`src/rtl/jk_bank_writer.sv`:
```
// Write-side controller for a bank of level-sensitive JK latch cells.
// Derives hold/set/reset excitation from sampled Q, pulses the bank, then verifies and retries.
module jk_bank_writer #(
  parameter int unsigned WIDTH         = 8,
  parameter int unsigned SETTLE_CYCLES = 2,
  parameter int unsigned MAX_RETRY     = 3
) (
  input  logic             clk,
  input  logic             rst,
  input  logic             req_valid,
  output logic             req_ready,
  input  logic             req_clr,
  input  logic [WIDTH-1:0] req_data,
  input  logic [WIDTH-1:0] req_mask,
  output logic             latch_en,
  output logic             latch_rst,
  output logic [WIDTH-1:0] latch_j,
  output logic [WIDTH-1:0] latch_k,
  input  logic [WIDTH-1:0] q_fb,
  output logic             rsp_valid,
  input  logic             rsp_ready,
  output logic             rsp_ok,
  output logic [2:0]       rsp_retries,
  output logic [WIDTH-1:0] rsp_q
);

  typedef enum logic [2:0] {
    IDLE   = 3'd0,
    SAMPLE = 3'd1,
    DRIVE  = 3'd2,
    SETTLE = 3'd3,
    CHECK  = 3'd4,
    RESP   = 3'd5
  } state_t;

  state_t           state, state_nx;
  logic             clr_r;
  logic [WIDTH-1:0] data_r, mask_r;
  logic [WIDTH-1:0] target, target_nx;
  logic [WIDTH-1:0] j_r, k_r;
  logic [WIDTH-1:0] q_r;
  logic [3:0]       cnt;
  logic [2:0]       retries;
  logic             ok_r;
  logic             match;
  logic             can_retry;

  assign match       = (q_fb == target);
  assign can_retry   = (retries < 3'(MAX_RETRY));
  assign rsp_ok      = ok_r;
  assign rsp_retries = retries;
  assign rsp_q       = q_r;

  always_comb begin
    state_nx  = state;
    req_ready = 1'b0;
    rsp_valid = 1'b0;
    latch_en  = 1'b0;
    latch_rst = 1'b0;
    latch_j   = '0;
    latch_k   = '0;
    // The target is only derived on the first attempt; retries reuse the frozen value.
    target_nx = target;
    if (retries == '0)
      target_nx = clr_r ? '0 : ((q_fb & ~mask_r) | (data_r & mask_r));

    unique case (state)
      IDLE: begin
        req_ready = 1'b1;
        if (req_valid) state_nx = SAMPLE;
      end
      SAMPLE: state_nx = DRIVE;
      DRIVE: begin
        latch_en  = 1'b1;
        latch_rst = clr_r;
        if (!clr_r) begin
          latch_j = j_r;
          latch_k = k_r;
        end
        state_nx = SETTLE;
      end
      SETTLE: begin
        if (cnt <= 4'd1) state_nx = CHECK;
      end
      CHECK: begin
        if (match)          state_nx = RESP;
        else if (can_retry) state_nx = SAMPLE;
        else                state_nx = RESP;
      end
      RESP: begin
        rsp_valid = 1'b1;
        if (rsp_ready) state_nx = IDLE;
      end
      default: state_nx = IDLE;
    endcase
  end

  always_ff @(posedge clk) begin
    if (rst) begin
      state   <= IDLE;
      clr_r   <= 1'b0;
      data_r  <= '0;
      mask_r  <= '0;
      target  <= '0;
      j_r     <= '0;
      k_r     <= '0;
      q_r     <= '0;
      cnt     <= '0;
      retries <= '0;
      ok_r    <= 1'b0;
    end else begin
      state <= state_nx;
      unique case (state)
        IDLE: begin
          if (req_valid) begin
            clr_r   <= req_clr;
            data_r  <= req_data;
            mask_r  <= req_mask;
            retries <= '0;
          end
        end
        SAMPLE: begin
          target <= target_nx;
          j_r    <= ~q_fb & target_nx;
          k_r    <= q_fb & ~target_nx;
        end
        DRIVE:  cnt <= 4'(SETTLE_CYCLES);
        SETTLE: cnt <= cnt - 4'd1;
        CHECK: begin
          q_r  <= q_fb;
          ok_r <= match;
          if (!match && can_retry) retries <= retries + 3'd1;
        end
        default: ;
      endcase
    end
  end

endmodule

```
`config.mk`:
```
export PLATFORM = sky130hd
export DESIGN_NAME = jk_bank_writer
export DESIGN_NICKNAME = d
export VERILOG_FILES = /design/src/rtl/jk_bank_writer.sv
export SDC_FILE = /design/constraint.sdc
export NUM_CORES = 1
export LEC_CHECK = 0
export CAP_MARGIN = 20
export CORE_MARGIN = 4
export CORE_UTILIZATION = 56
export CTS_BUF_LIST = sky130_fd_sc_hd__clkbuf_8
export DETAILED_ROUTE_END_ITERATION = 7
export MAX_ROUTING_LAYER = met4
export PLACE_DENSITY = 0.92
export SLEW_MARGIN = 25
export SYNTH_ARGS = -nofsm -noshare
export SYNTH_HDL_FRONTEND = slang
export SYNTH_SLANG_ARGS = --single-unit
```
`constraint.sdc`:
```
create_clock -name clk -period 4.76 [get_ports clk]
set_input_delay 0.714 -clock clk [delete_from_list [all_inputs] [get_ports clk]]
set_output_delay 0.714 -clock clk [all_outputs]
set_load 0.02 [all_outputs]
```
---- After elaboration in Yosys (flattened, before gate mapping) ----
Index checks and enable logic that the tools add are counted.
W data, S select, Z words.
storage, ports and cells
  register bits ........................... 60
  input port bits ......................... 29
  output and inout port bits .............. 32
  logic and storage cells ................. 62
operators by class
  add/sub/neg operators ................... 2
  magnitude comparators ................... 2
  eq/ne operators ......................... 10
  muxes and demuxes ....................... 20
  bitwise operators ....................... 8
  reductions and logical operators ........ 9
operators with widths
  cell                   count
  $mux W8                6
  $and A8 B8 Y8          4
  $not A8 Y8             3
  $mux W3                7
  $pmux W3 S6            1
  $eq A8 B8 Y1           1
  $ne A2 B2 Y1 const B   4
  $or A8 B8 Y8           1
  $pmux W4 S2            1
  $eq A3 B2 Y1 const B   2
  $eq A3 B3 Y1 const B   2
  $logic_not A3 Y1       2
  $pmux W3 S2            1
  $reduce_and A3 Y1      2
  $le A4 B1 Y1 const B   1
  $mux W1                4
  $reduce_bool A2 Y1     2
  $sub A4 B1 Y4 const B  1
  $add A3 B1 Y3 const B  1
  $eq A3 B1 Y1 const B   1
  $lt A3 B2 Y1 const B   1
  $reduce_and A2 Y1      1
  $logic_and A1 B1 Y1    1
  $logic_not A1 Y1       1

---- Depth between registers and ports, before layout ----
  depth in word-level cells ............... 7
  mapped depth ............................ 8
  depth with buffers taken out ............ 7

---- Least setup slack after synthesis ----
OpenSTA, ideal clock, no wires.
  path kind ............................... reg-to-output
  start point ............................. register state[2]
  end point ............................... output port latch_j[0]
  arrival ................................. 1395 ps
  path slack .............................. 2651 ps
  cell stages (with the launch flop) ...... 7
  path through ............................ dfxtp_1 buf_2 nand2b_1 buf_2 nor3_2 clkbuf_1 and2_1
on the way
  longest elaborated chain between the ends .. 2
RTL lines
  element                 RTL line  source
  start, declared         36        state_t state, state_nx;
  start signal, assigned  112       state <= state_nx;
  $eq A3 B2 Y1            67        unique case (state)
  $mux W8                 67
  end, declared           17        output logic [WIDTH-1:0] latch_j,
Every way passes these cells.

---- Worst setup path after layout ----
  start point ............................. register state[1]
  end point ............................... output port latch_j[7]
The elaborated chain is that of the path after synthesis.

==> run summary <==
Leak -> 1.30 nW
FF+latch count, synth -> 60
Hpwl dp -> 4530 µm
Final slew viol count -> 0
Synth top area share -> 43.2%
Final Cycle Share -> 68.6%
RD Place Congestion -> 0.918
Sequential cell area fraction in the yosys report -> 43.2%
Final ANT Viol Nets -> 0
Buffers on Ports -> 60
Worst-Margin Slew -> 836 ps
Status -> complete, no violations
Largest net degree at the start of global routing -> 62
Mapped Nets -> 372
Post-Route WL -> 6750 µm
Setup TNS -> 0 ps
GRT Overall Usage -> 23.6%
CTS tree -> built
Worst Slack Setup Final -> 1490 ps
Simple-gate share of the synthesized area -> 27.2%
Resize count post-CTS -> 0
N_diodes -> 0
Hold_buf cts -> 0
Crit path to -> latch_j[7]
Post-CTS setup buffers -> 0
Max-cap viol count -> 0
VDD IR max -> 0.294 mV
Largest family of logic cells by synthesized area -> simple AND/OR/NAND/NOR gates
Slowest CP cell -> clkdlybuf4s50_1
Routed len/inst -> 14.7 µm
Clock root buffer -> clkbuf_8
# DRC -> 0
Post-Synth XOR/XNOR Area -> 2.52%
Worst stage delay on the critical path -> 620 ps
I/O Pins -> 61
Reg2reg end -> target[1]
Critical path class -> flop to primary output
Drt pass-1 iters -> 4
Number of fill cells -> 342
Cell Pwr Density -> 457 mW/mm²
Adder-Cell Fraction of Synth Area -> 1.80%
Pre-CTS worst setup slack -> 1820 ps
Max FO, Critical Path -> 16
Layout cell share with drive strength beyond 1 -> 8.91%
Fmax -> 306 MHz
Finished Core Util -> 75.2%
RR Startpoint -> state[0]
First-pass GRT wire length -> 11100 µm
Std cell rows -> 25
Clock Skews -> 7.85 ps
Vias in the first global route -> 2298
Hold crit path type -> flop to flop
RSZ-0062 raised after global routing -> no
Worst EP arrival -> 2550 ps
Clk_lat worst skew -> 340 ps
Slew headroom -> 44.3%
Number of nets in the layout -> 421
R2R cell count -> 3
Hold_ws -> 450 ps
Post-synth top cells -> 74 x nand2_1, 60 x dfxtp_1, 50 x a21oi_1, 18 x and2_1, 16 x nor2_1
CP Data Required Time -> 4050 ps
CTS H-tree lvls -> 3
Area leader, netlist -> dfxtp_1
Number of flops mapped to enable cells by yosys -> 0
DR iter-0 viols -> 338
Number of CTS-inserted buffers -> 9
Synthesized area -> 0.00278 mm²
GR Overflow Total -> 0
Longest Clk Path Bufs -> 2
Die width -> 78.5 µm
Worst setup EP type -> primary output
Post-synthesis area per instance -> 8.20 µm²
Post-Syn Instances -> 339
Startpoint types -> flop
Synth top area cells -> dfxtp_1 43%, nand2_1 10%, a21oi_1 9.0%, and2_1 4.1%, mux2_2 3.2%
Synth Area in Compound Gates -> 15.5%
Vias -> 2509
Post-DR vias/cell -> 5.45
Core Area -> 0.00475 mm²
Crit path launch -> state[1]
Area grow syn2layout -> 28.6%
Count of final setup violators -> 0
Die height -> 78.5 µm
Syn. warnings -> 0
Unique masters post-synth -> 38
Fin crit period -> 3270 ps
Count leader, synth -> nand2_1
Crit-path cells -> nand2b_1 > nor3_2 > and2_1 > clkdlybuf4s50_1
Initial antenna violation count -> 0
Power Total -> 0.00163 W
R2R setup slack -> 2820 ps
Die area -> 0.00616 mm²
Hold Vio Cnt, Final -> 0
Mux cell area share after synthesis -> 4.14%
Starting Density -> 58.5%
Top_reg_cell synth -> dfxtp_1
Clock sinks -> 60
Clock-pin slew of the registers on the worst-case setup and hold paths -> 70 ps
Ys async rst share -> 0%
registers in the layout (all words and copies together), names as in the netlist, 4 cells and up:
signal,count
rsp_q,8
target,8
data_r,8
k_r,8
cnt,4
j_r,8
mask_r,8
worst min path at each step:
| stage | start | to | depth (start not counted) |
|---|---|---|---|
| finish | j_r[6] | j_r[6] | 2 |
| global route | k_r[5] | k_r[5] | 2 |
| CTS | j_r[6] | j_r[6] | 2 |
| detailed placement | j_r[6] | j_r[6] | 2 |
| global placement | k_r[5] | k_r[5] | 2 |
| floorplan | j_r[7] | j_r[7] | 2 |
cell usage in the layout (no fill, tap or decap), types with 7 or more instances in the layout:
| cell | instances |
|---|---|
| clkdlybuf4s50_1 | 59 |
| xor2_1 | 8 |
| clkbuf_8 | 12 |
| or3_1 | 9 |
| nand3_1 | 10 |
| a211oi_1 | 8 |
| nor2_1 | 16 |
| mux2_2 | 8 |
| inv_1 | 7 |
| a22oi_1 | 10 |
| nand2_1 | 74 |
| and2_1 | 18 |
| a21oi_1 | 50 |
| dfxtp_1 | 60 |
per-stage QoR:
stage,cells,area [µm²]
3_3_place_gp,444,3340
4_1_cts,460,3570
3_5_place_dp,444,3340
2_1_floorplan,339,2780
6_report,460,3570
5_1_grt,460,3570
metal layers:
metal / track usage (%) / vias to the layer above / wire (µm)
li1: - / 1246 / -
met3: 5.62 / 11 / 429
met1: 29.0 / 1152 / 2930
met4: 9.09 / 0 / 119
met5: - / - / 0
met2: 37.8 / 100 / 3270
cells by family (layout without fill, tap and decap cells):
| group | count (synthesis) | in the layout |
|---|---|---|
| xor+xnor | 8 | 8 |
| buf+inv | 30 | 84 |
| fa+ha+maj | 4 | 4 |
| simple gates | 151 | 151 |
| flops | 60 | 60 |
| compound gates | 76 | 76 |
| mux | 10 | 10 |
power breakdown:
group          internal, W  switching [W]
combinational     0.000179       0.000272
clock             0.000336       0.000198
sequential        0.000578      0.0000707
area by class of cell:
class                           count  area [µm²]  share of cell area (%)
Inverter                            7        26.3                   0.735
Tap cell                           67        83.8                    2.35
Multi-Input combinational cell    249        1420                    39.8
Clock inverter                      4        70.1                    1.96
Timing Repair Buffer               61         606                    16.9
Clock buffer                       12         165                    4.62
Sequential cell                    60        1200                    33.6
worst max-delay path, delay by kind of cell, from the launching register on:
| kind | cells | cell delay [ps] |
|---|---|---|
| DFF | 1 | 490 |
| and+or+nand+nor | 3 | 1100 |
| buffers and inverters | 1 | 620 |
(Power assumes the default switching activity.)
